**config.mk**
```make
export PLATFORM = sky130hd
export DESIGN_NAME = multi_evt_counter
export DESIGN_NICKNAME = d
export VERILOG_FILES = /design/src/rtl/multi_evt_counter.sv
export SDC_FILE = /design/constraint.sdc
export NUM_CORES = 1
export LEC_CHECK = 0
export CAP_MARGIN = 20
export CORE_MARGIN = 2
export CORE_UTILIZATION = 51
export DETAILED_ROUTE_END_ITERATION = 7
export PLACE_DENSITY = 0.81
export SETUP_SLACK_MARGIN = 0.05
export SLEW_MARGIN = 25
export SYNTH_ARGS = -nofsm -noshare
export SYNTH_HDL_FRONTEND = slang
export SYNTH_SLANG_ARGS = --single-unit
```
**constraint.sdc**
```tcl
create_clock -name clk_in -period 3.4 [get_ports clk_in]
set_clock_uncertainty 0.1 [all_clocks]
set_input_delay 0.68 -clock clk_in [delete_from_list [all_inputs] [get_ports clk_in]]
set_output_delay 0.68 -clock clk_in [all_outputs]
set_load 0.01 [all_outputs]
```
**src/rtl/multi_evt_counter.sv**
```systemverilog
// NUM_CH independent event counters sharing a programmable terminal count, with wrap/saturate mode,
// per-channel clear, wrap pulses, sticky saturation flags and an atomic snapshot. Counts update one cycle after the strobe.
module multi_evt_counter #(
    parameter int NUM_CH      = 4,
    parameter int WIDTH       = 16,
    parameter int DEFAULT_MAX = 40000
) (
    input  logic                    clk_in,
    input  logic                    rst_n_in,
    input  logic                    en_in,
    input  logic [NUM_CH-1:0]       evt_in,
    input  logic [NUM_CH-1:0]       clr_in,
    input  logic [WIDTH-1:0]        max_count_in,
    input  logic                    max_load_in,
    input  logic                    sat_mode_in,
    input  logic                    snap_in,
    output logic [NUM_CH*WIDTH-1:0] count_out,
    output logic [NUM_CH*WIDTH-1:0] snap_out,
    output logic                    snap_valid_out,
    output logic [NUM_CH-1:0]       wrap_out,
    output logic [NUM_CH-1:0]       sat_out,
    output logic [WIDTH-1:0]        max_out
);

    logic [WIDTH-1:0]  cnt_q  [NUM_CH];
    logic [WIDTH-1:0]  cnt_d  [NUM_CH];
    logic [WIDTH-1:0]  snap_q [NUM_CH];
    logic [WIDTH-1:0]  snap_d [NUM_CH];
    logic [NUM_CH-1:0] wrap_q, wrap_d;
    logic [NUM_CH-1:0] sat_q, sat_d;
    logic [WIDTH-1:0]  max_q, max_d;
    logic              snap_vld_q, snap_vld_d;

    always_comb begin
        max_d      = max_load_in ? max_count_in : max_q;
        snap_vld_d = snap_in;
        wrap_d     = '0;
        sat_d      = sat_q;
        for (int i = 0; i < NUM_CH; i++) begin
            cnt_d[i]  = cnt_q[i];
            // Snapshot takes the pre-edge count, so same-cycle events/clears never leak into it.
            snap_d[i] = snap_in ? cnt_q[i] : snap_q[i];
            if (clr_in[i]) begin
                cnt_d[i] = '0;
                sat_d[i] = 1'b0;
            end else if (en_in && evt_in[i]) begin
                // >= keeps a counter from running past a freshly lowered terminal count.
                if (cnt_q[i] < max_q) begin
                    cnt_d[i] = cnt_q[i] + WIDTH'(1);
                end else if (sat_mode_in) begin
                    sat_d[i] = 1'b1;
                end else begin
                    cnt_d[i]  = '0;
                    wrap_d[i] = 1'b1;
                end
            end
        end
    end

    always_ff @(posedge clk_in) begin
        if (!rst_n_in) begin
            for (int i = 0; i < NUM_CH; i++) begin
                cnt_q[i]  <= '0;
                snap_q[i] <= '0;
            end
            wrap_q     <= '0;
            sat_q      <= '0;
            max_q      <= WIDTH'(DEFAULT_MAX);
            snap_vld_q <= 1'b0;
        end else begin
            for (int i = 0; i < NUM_CH; i++) begin
                cnt_q[i]  <= cnt_d[i];
                snap_q[i] <= snap_d[i];
            end
            wrap_q     <= wrap_d;
            sat_q      <= sat_d;
            max_q      <= max_d;
            snap_vld_q <= snap_vld_d;
        end
    end

    for (genvar g = 0; g < NUM_CH; g++) begin : g_pack
        assign count_out[g*WIDTH +: WIDTH] = cnt_q[g];
        assign snap_out[g*WIDTH +: WIDTH]  = snap_q[g];
    end

    assign snap_valid_out = snap_vld_q;
    assign wrap_out       = wrap_q;
    assign sat_out        = sat_q;
    assign max_out        = max_q;

endmodule
```
==> impl_metrics.tcl, run 1 <==
set metrics [dict create \
    status "finished clean" \
    instances_no_fill 1302 \
    arrival_ns 3.13 \
    die-area_um2 16900 \
    tightest_slew_ns 0.846 \
    reg2reg_to "cnt_q[0][2]" \
    clk_pin_slew_ns 0.06 \
    ir_drop_v 0.000367 \
    coreArea_um2 15700 \
    layout_common_cells "180 x clkdlybuf4s50_1, 153 x dfxtp_1, 82 x nor2b_1" \
    slew_violations 0 \
    grt_pass1_vias 7083 \
    path_cells "ha_1, a21o_1, a221o_1, a221oi_1, nand4_1, or3_1, o211ai_1" \
    rsz0062_at_grt "no" \
    cts_hold_buf 0 \
    min_from "sat_out[0]" \
    dr_total_vias 7586 \
    slowest_stage "dfxtp_1" \
    final_antenna_net_count 0 \
    dpl.hpwl_um 16600 \
    tritoncts "done" \
    gp_congestion 0.870 \
    worstRegToRegCells 7 \
    die_x_um 130 \
    layout-drive-gt1-share 0.0672 \
    rows 46 \
    setup_violations 0 \
    synth_edf_count 0 \
    crit_buf_inv 0 \
    setup-tns-final_ns 0 \
    overflow 0 \
    hold_class "register to register" \
    start_kind "register" \
    cap_violations 0 \
    grt_max_degree 27 \
    yosys.cell_types.count 59 \
    yosysSeqAreaShare 0.379 \
    antenna_found_initial 1 \
    drc_errors 0 \
    r2r_start "cnt_q[0][9]" \
    numCtsBuffers 17 \
    synthFlopType "dfxtp_1" \
    required_ns 3.66 \
    ios 183 \
    hold_viol 0 \
    insertion_delay_ns 0.43 \
    synth_nets 979 \
    ff2ff_setup_slack_ns 0.52 \
    yosys_register_bits 153 \
    crit_path_end_kind "register" \
    hold_end "sat_out[0]" \
    place.port_buffers 182 \
    grt_pass1_wl_um 36900 \
    async_flop_share 0 \
    critPathMaxStageDelay_ns 0.53 \
    cts_setup_buffers 0 \
    cts_resized 0 \
    syn_inst 885 \
    numClockSinks 153 \
    dp_cells 1270 \
    path_max_fanout 9 \
    place_area_um2 10200 \
    p_leak_nw 4.42 \
    via_per_inst 5.83 \
    cts.path.max_buffers 2 \
    synth_warnings 0 \
    area_growth_pct 33.7 \
    htree_levels 4 \
    antenna_cells 0 \
    grt_use_total 0.281 \
    hold_depth 2 \
    dr.pass1.iters 5 \
    avgSynthCellArea_um2 9.14 \
    utilization 0.688 \
    die_h_um 130 \
    final_common_cell "clkdlybuf4s50_1" \
    fin_area_um2 10800 \
    fin_crit_sh 0.846 \
    whs_ns 0.379 \
    routed_wl_um 23300 \
    relSlewSlack 0.434 \
    nNetsFinal 1168 \
    crit_type "register to register" \
    min_period_ns 2.88 \
    drt-wirelength-per-cell_um 17.9 \
    crit_family "compound AO/OA/AOI/OAI gates" \
    clock-root-buffer "clkbuf_16" \
    dr.first_iter.drc_count 611 \
    max_freq_mhz 348 \
    powerDensity_nw_per_um2 379 \
    synth_area_um2 8090 \
    initial_core_util 0.515 \
]
## routing by layer
layer / track usage / vias to the layer above / routed length, µm
li1: - / 3660 / -
met3: 0.0709 / 50 / 1780
met2: 0.454 / 293 / 10800
met5: 0 / - / 11
met4: 0.123 / 2 / 747
met1: 0.358 / 3581 / 10000
## area by class of cell
cell class              instances  area [µm²]
inverters                      26        97.6
clock buffers                  25         485
multi-input cells             670        4790
clock inverters                 6         114
fillers                      1240        4900
flip-flops and latches        153        3060
well taps                     216         270
repair buffers                206        1990
## worst max path at each step
stage	startpoint	end	slack (ns)	depth (start not counted)
floorplan	max_out[9]	cnt_q[0][4]	0.84	9
global placement	en_in	cnt_q[3][0]	0.39	5
detailed placement	cnt_q[0][9]	cnt_q[0][5]	0.59	7
CTS	cnt_q[0][9]	cnt_q[0][2]	0.55	7
global route	cnt_q[0][9]	cnt_q[0][15]	0.38	7
finish	cnt_q[0][9]	cnt_q[0][2]	0.52	7
## metrics by stage
| step | setup WS, ns | total power [mW] |
|---|---|---|
| final | 0.523 | 4.10 |
| after global placement | 0.392 | 2.18 |
| after CTS | 0.546 | 4.11 |
| after detailed placement | 0.593 | 2.19 |
| after global routing | 0.379 | 4.22 |
| after floorplan | 0.840 | 2.05 |
## cell usage after synthesis (2+ instances only)
| cell | count | area [µm²] |
|---|---|---|
| nor4_1 | 19 | 119 |
| a211o_1 | 9 | 78.8 |
| a31oi_1 | 3 | 18.8 |
| o211a_1 | 2 | 20.0 |
| a2111oi_0 | 2 | 17.5 |
| mux2i_1 | 75 | 751 |
| a221o_1 | 18 | 180 |
| nand3b_1 | 2 | 15.0 |
| inv_1 | 26 | 97.6 |
| nand2_1 | 62 | 233 |
| nand3_1 | 32 | 160 |
| buf_2 | 3 | 15.0 |
| and4_1 | 6 | 52.6 |
| mux2_2 | 4 | 45.0 |
| a211oi_1 | 4 | 30.0 |
| a22o_1 | 9 | 78.8 |
| nor3_1 | 16 | 80.1 |
| a211oi_2 | 2 | 25.0 |
| and3_1 | 25 | 156 |
| nand4_1 | 17 | 106 |
| o221ai_1 | 3 | 26.3 |
| nor2_1 | 40 | 150 |
| or4_1 | 6 | 45.0 |
| or2_2 | 7 | 43.8 |
| o21ai_0 | 25 | 125 |
| a41oi_1 | 2 | 17.5 |
| and2_1 | 7 | 43.8 |
| buf_1 | 3 | 11.3 |
| o32ai_1 | 3 | 26.3 |
| a21oi_1 | 44 | 220 |
| or3_4 | 2 | 22.5 |
| ha_1 | 64 | 801 |
| dfxtp_1 | 153 | 3060 |
| o211ai_1 | 12 | 90.1 |
| nand2b_1 | 8 | 50.1 |
| o21a_1 | 6 | 45.0 |
| or3_1 | 12 | 75.1 |
| nor2b_1 | 82 | 513 |
| o22ai_1 | 3 | 18.8 |
| o221a_2 | 2 | 22.5 |
| clkbuf_1 | 29 | 109 |
| a21o_1 | 19 | 143 |
## worst reg2reg max path: stages (launching register included)
cell and delay [ns]:
dfxtp_1 0.53, ha_1 0.32, a21o_1 0.16, a221o_1 0.33, a221oi_1 0.37, nand4_1 0.43
or3_1 0.46, o211ai_1 0.09
## cell families after synthesis
| logic type | share of synthesized area |
|---|---|
| compound gates | 0.158 |
| simple gates | 0.236 |
| fa+ha+maj | 0.0990 |
| buf+inv | 0.0297 |
| flops | 0.379 |
| mux | 0.0984 |
## power breakdown
group	internal [mW]	switching [mW]	leakage (nW)
clock network	1.21	0.733	0.284
registers	1.81	0.0154	1.24
logic	0.147	0.185	2.90
total	3.17	0.933	4.42
## flip-flops by register name, summed over array words and instances, names as in the netlist
| name | cells |
|---|---|
| snap_valid_out | 1 |
| sat_out | 4 |
| max_out | 16 |
| wrap_out | 4 |
| cnt_q | 64 |
| snap_q | 64 |
Note: power is estimated with default switching activity, not from simulation.
==> run 2: changes to the inputs <==
--- a/config.mk
+++ b/config.mk
@@ -7,9 +7,9 @@
 export LEC_CHECK = 0
 export CAP_MARGIN = 20
 export CORE_MARGIN = 2
-export CORE_UTILIZATION = 51
+export CORE_UTILIZATION = 46
 export DETAILED_ROUTE_END_ITERATION = 7
-export PLACE_DENSITY = 0.81
+export PLACE_DENSITY = 0.77
 export SETUP_SLACK_MARGIN = 0.05
 export SLEW_MARGIN = 25
 export SYNTH_ARGS = -nofsm -noshare
==> constraint.sdc (replaced) <==
create_clock -name clk_in -period 2.6 [get_ports clk_in]
set_clock_uncertainty 0.1 [all_clocks]
set_input_delay 0.52 -clock clk_in [delete_from_list [all_inputs] [get_ports clk_in]]
set_output_delay 0.52 -clock clk_in [all_outputs]
set_load 0.01 [all_outputs]
==> impl_metrics.tcl, run 2 (synthesis results as in run 1) <==
set metrics [dict create \
    status "complete, but fails checks" \
    violations "negative setup slack" \
    grt_pass1_wl_um 39200 \
    initial_core_util 0.469 \
    grt_max_degree 66 \
    insertion_delay_ns 0.43 \
    critPathMaxStageDelay_ns 0.43 \
    crit_end "cnt_q[0][15]" \
    numCtsBuffers 17 \
    overflow 0 \
    tightest_slew_ns 0.564 \
    ff2ff_setup_slack_ns -0.04 \
    min_period_ns 2.64 \
    slew_violations 0 \
    crit_buf_inv 1 \
    area_growth_pct 44.3 \
    rsz0062_at_grt "yes" \
    via_per_inst 5.73 \
    clock-root-buffer "clkbuf_16" \
    htree_levels 4 \
    whs_ns 0.370 \
    powerDensity_nw_per_um2 472 \
    arrival_ns 2.86 \
    die_x_um 137 \
    cts_hold_buf 0 \
    grt_pass1_vias 7582 \
    nNetsFinal 1250 \
    cap_violations 0 \
    grtUsageMet3 0.0748 \
    crit_start "cnt_q[0][11]" \
    grt-busiest-layer "met2" \
    ir_drop_v 0.000481 \
    die_h_um 137 \
    pre_cts_slack_ns -0.0265 \
    cts.path.max_buffers 2 \
    drt-wirelength-per-cell_um 18.4 \
    dr_total_vias 7984 \
    setup_violations 2 \
    start_kind "register" \
    final_common_cell "clkdlybuf4s50_1" \
    worstRegToRegCells 8 \
    reg2reg_to "cnt_q[0][15]" \
    clk_pin_slew_ns 0.06 \
    p_leak_nw 4.88 \
    dr.pass1.iters 5 \
    crit_path_end_kind "register" \
    crit_type "register to register" \
    slowest_stage "dfxtp_1" \
    num-fill-cells 1326 \
    path_cells "ha_4, and2_4, a221o_1, a221oi_4, a31oi_4, buf_6, o21a_4, a211o_1" \
    final_antenna_net_count 0 \
    antenna_cells 0 \
    place.port_buffers 182 \
    coreArea_um2 17200 \
    drc_errors 0 \
    crit_family "compound AO/OA/AOI/OAI gates" \
    rows 48 \
    finalPower_mw 5.51 \
    gr-usage-met2 0.431 \
    routed_wl_um 25700 \
    grt_use_total 0.268 \
    crit_cells 8 \
    grtUsageMet1 0.346 \
    relSlewSlack 0.622 \
    layout-drive-gt1-share 0.166 \
    min_from "sat_out[3]" \
    dr.first_iter.drc_count 629 \
    layout_common_cells "180 x clkdlybuf4s50_1, 148 x dfxtp_1, 101 x buf_4" \
    tritoncts "done" \
    max_freq_mhz 378 \
    numClockSinks 153 \
    path_max_fanout 6 \
    antenna_found_initial 0 \
    setup_ws_ns -0.0429 \
    gp_congestion 0.898 \
    dpl.hpwl_um 18300 \
    ios 183 \
    required_ns 2.82 \
    hold_viol 0 \
    fin_crit_sh 1.02 \
    hold_class "register to register" \
    die-area_um2 18700 \
    r2r_start "cnt_q[0][11]" \
]
==> run 2: per-stage QoR <==
step	instance area [µm²]	util	cells	TNS [ns]
after floorplan	8090	-	885	0
after global placement	10800	0.627	1353	0
after detailed placement	10800	0.627	1353	-0.0763
after CTS	11400	0.663	1385	0
after global routing	11700	0.677	1394	-0.262
final	11700	0.677	1394	-0.0528
==> run 2: power breakdown <==
part	total, mW	internal [mW]	leakage, nW	switching, mW
Combinational	0.512	0.237	3.34	0.275
Sequential	2.38	2.36	1.24	0.0166
Clock	2.62	1.53	0.302	1.08
Total	5.51	4.14	4.88	1.38
==> run 2: how the worst min path moves through the flow <==
stage,end,slack (ns),cells past startpoint
4_1_cts,sat_out[3],0.37,1
3_3_place_gp,sat_out[3],0.37,1
5_1_grt,sat_out[3],0.39,1
2_1_floorplan,sat_out[0],0.40,2
3_5_place_dp,sat_out[3],0.36,1
6_report,sat_out[3],0.37,1
==> run 2: what timing repair did <==
| action | CTS | global route |
|---|---|---|
| gates resized for setup | 4 | 38 |
| pin swaps | 0 | 11 |
| setup buffers | 0 | 8 |
| gates cloned | 0 | 1 |
| endpoints found under the setup margin | 14 | 48 |
==> run 2: routing by layer <==
layer  vias to the layer above  routed length, µm
met4                         0                727
met1                      3779              11100
li1                       3828                  -
met3                        64               1900
met2                       313              11900
met5                         -                  0
==> run 2: final cells by class <==
type | instances | area, µm² | area share
clock inverter | 15 | 191 | 0.0164
sequential | 153 | 3070 | 0.263
tap | 225 | 282 | 0.0241
clock buffer | 17 | 425 | 0.0365
multi-input combinational | 671 | 4960 | 0.425
inverter | 26 | 97.6 | 0.00836
timing repair buffer | 287 | 2640 | 0.226
==> run 3: changes to the inputs <==
==> constraint.sdc (replaced) <==
create_clock -name clk_in -period 2.6 [get_ports clk_in]
set_clock_uncertainty 0.1 [all_clocks]
set_input_delay 0.39 -clock clk_in [delete_from_list [all_inputs] [get_ports clk_in]]
set_output_delay 0.39 -clock clk_in [all_outputs]
set_load 0.01 [all_outputs]
==> impl_metrics.tcl, run 3 (synthesis results as in run 1) <==
set metrics [dict create \
    status "finished clean" \
    crit_start "max_out[14]" \
    grtUsageMet1 0.347 \
    overflow 0 \
    min_from "snap_in" \
    fin_crit_sh 0.959 \
    routed_wl_um 25100 \
    die-area_um2 18700 \
    grtUsageMet3 0.0811 \
    final_antenna_net_count 0 \
    path_max_fanout 5 \
    htree_levels 4 \
    place_area_um2 10800 \
    nNetsFinal 1244 \
    drt-wirelength-per-cell_um 18.1 \
    start_kind "register" \
    die_x_um 137 \
    crit_buf_inv 2 \
    cts_hold_buf 0 \
    area_growth_pct 43.0 \
    initial_core_util 0.469 \
    layout_common_cells "180 x clkdlybuf4s50_1, 152 x dfxtp_1, 96 x buf_4" \
    numCtsBuffers 17 \
    layout-drive-gt1-share 0.144 \
    powerDensity_nw_per_um2 486 \
    clk_pin_slew_ns 0.06 \
    grt_pass1_wl_um 39300 \
    clock_power_share 0.488 \
    p_leak_nw 4.84 \
    slowest_stage "mux2_2" \
    setup_violations 0 \
    instances_no_fill 1388 \
    path_cells "inv_1, buf_4, ha_1, nand2_1, nor2_1, nand3_1, o21ai_4, mux2_2, o221a_2" \
    slew_violations 0 \
    numClockSinks 153 \
    ios 183 \
    coreArea_um2 17200 \
    dr.pass1.iters 7 \
    relSlewSlack 0.641 \
    dp_cells 1354 \
    sw_frac_of_total 0.231 \
    required_ns 2.82 \
    setup-tns-final_ns 0 \
    internal_power_mw 4.32 \
    crit_family "simple AND/OR/NAND/NOR gates" \
    dr_total_vias 7939 \
    gp_congestion 0.890 \
    crit_type "register to register" \
    via_per_inst 5.72 \
    crit_path_end_kind "register" \
    antenna_cells 0 \
    rows 48 \
    cap_violations 0 \
    place.port_buffers 182 \
    antenna_found_initial 0 \
    hold_viol 0 \
    grt_max_degree 42 \
    ir_drop_v 0.000511 \
    r2r_start "max_out[14]" \
    hold_class "primary input to register" \
    dpl.hpwl_um 18200 \
    fin_area_um2 11600 \
    finalPower_mw 5.62 \
    gr-usage-met2 0.420 \
    arrival_ns 2.72 \
    critPathMaxStageDelay_ns 0.37 \
    grt_use_total 0.268 \
    netSwitchingPower_mw 1.30 \
    die_h_um 137 \
    cts.path.max_buffers 2 \
    grt-busiest-layer "met2" \
    min_period_ns 2.49 \
    p_comb_frac 0.088 \
    tightest_slew_ns 0.537 \
    dr.first_iter.drc_count 634 \
    final_common_cell "clkdlybuf4s50_1" \
    rsz0062_at_grt "yes" \
    grt_pass1_vias 7493 \
    seqPwrFrac 0.423 \
    clock-root-buffer "clkbuf_16" \
    insertion_delay_ns 0.44 \
    drc_errors 0 \
    max_freq_mhz 401 \
    tritoncts "done" \
]
==> run 3: power by group through the flow <==
| stage | clock network [mW] | registers [mW] | logic, mW |
|---|---|---|---|
| detailed placement | 0 | 2.43 | 0.477 |
| global placement | 0 | 2.43 | 0.471 |
| global route | 2.86 | 2.38 | 0.529 |
| finish | 2.74 | 2.38 | 0.496 |
| floorplan | 0 | 2.44 | 0.238 |
| CTS | 2.77 | 2.38 | 0.481 |
==> run 3: stage by stage <==
| stage | hold WS, ns | setup slack [ns] | util |
|---|---|---|---|
| finish | 0.330 | 0.106 | 0.671 |
| global route | 0.338 | 0.0117 | 0.671 |
| CTS | 0.320 | 0.0777 | 0.665 |
| detailed placement | 0.383 | 0.00764 | 0.627 |
| global placement | 0.357 | 0.0729 | 0.627 |
| floorplan | 0.405 | 0.0990 | - |
==> run 3: final cells by class <==
| class | count | area (µm²) |
|---|---|---|
| multi-input cells | 670 | 4870 |
| inverters | 26 | 97.6 |
| clock buffers | 21 | 450 |
| fillers | 1332 | 5670 |
| clock inverters | 11 | 195 |
| well taps | 225 | 282 |
| flip-flops and latches | 153 | 3060 |
| repair buffers | 282 | 2600 |
==> run 3: per-layer routing <==
metal | part of all wire | wire length [µm] | vias up
met5 | 0 | 0 | -
met4 | 0.029 | 731 | 0
met3 | 0.080 | 2010 | 53
met2 | 0.46 | 11500 | 317
met1 | 0.43 | 10800 | 3757
li1 | - | - | 3812
==> run 3: final timing paths <==
path	slack (ns)	cells after the start	endpoint
setup / recovery	0.11	9	cnt_q[1][10]
hold / removal	0.33	3	snap_q[0][4]
setup reg to reg	0.11	9	cnt_q[1][10]
hold reg to reg	0.40	1	sat_out[3]
==> run 3: what timing repair did <==
action,4_1_cts,5_1_grt
pin swaps,0,5
resized for setup,2,22
setup endpoints to repair,16,45
hold endpoints to repair,0,0
setup buffers,0,2
gates cloned,0,0
==> run 3: tightest hold or removal path, cell delays in order <==
cell     delay [ns]
buf_4          0.20
mux2i_1        0.17
nor2b_1        0.05
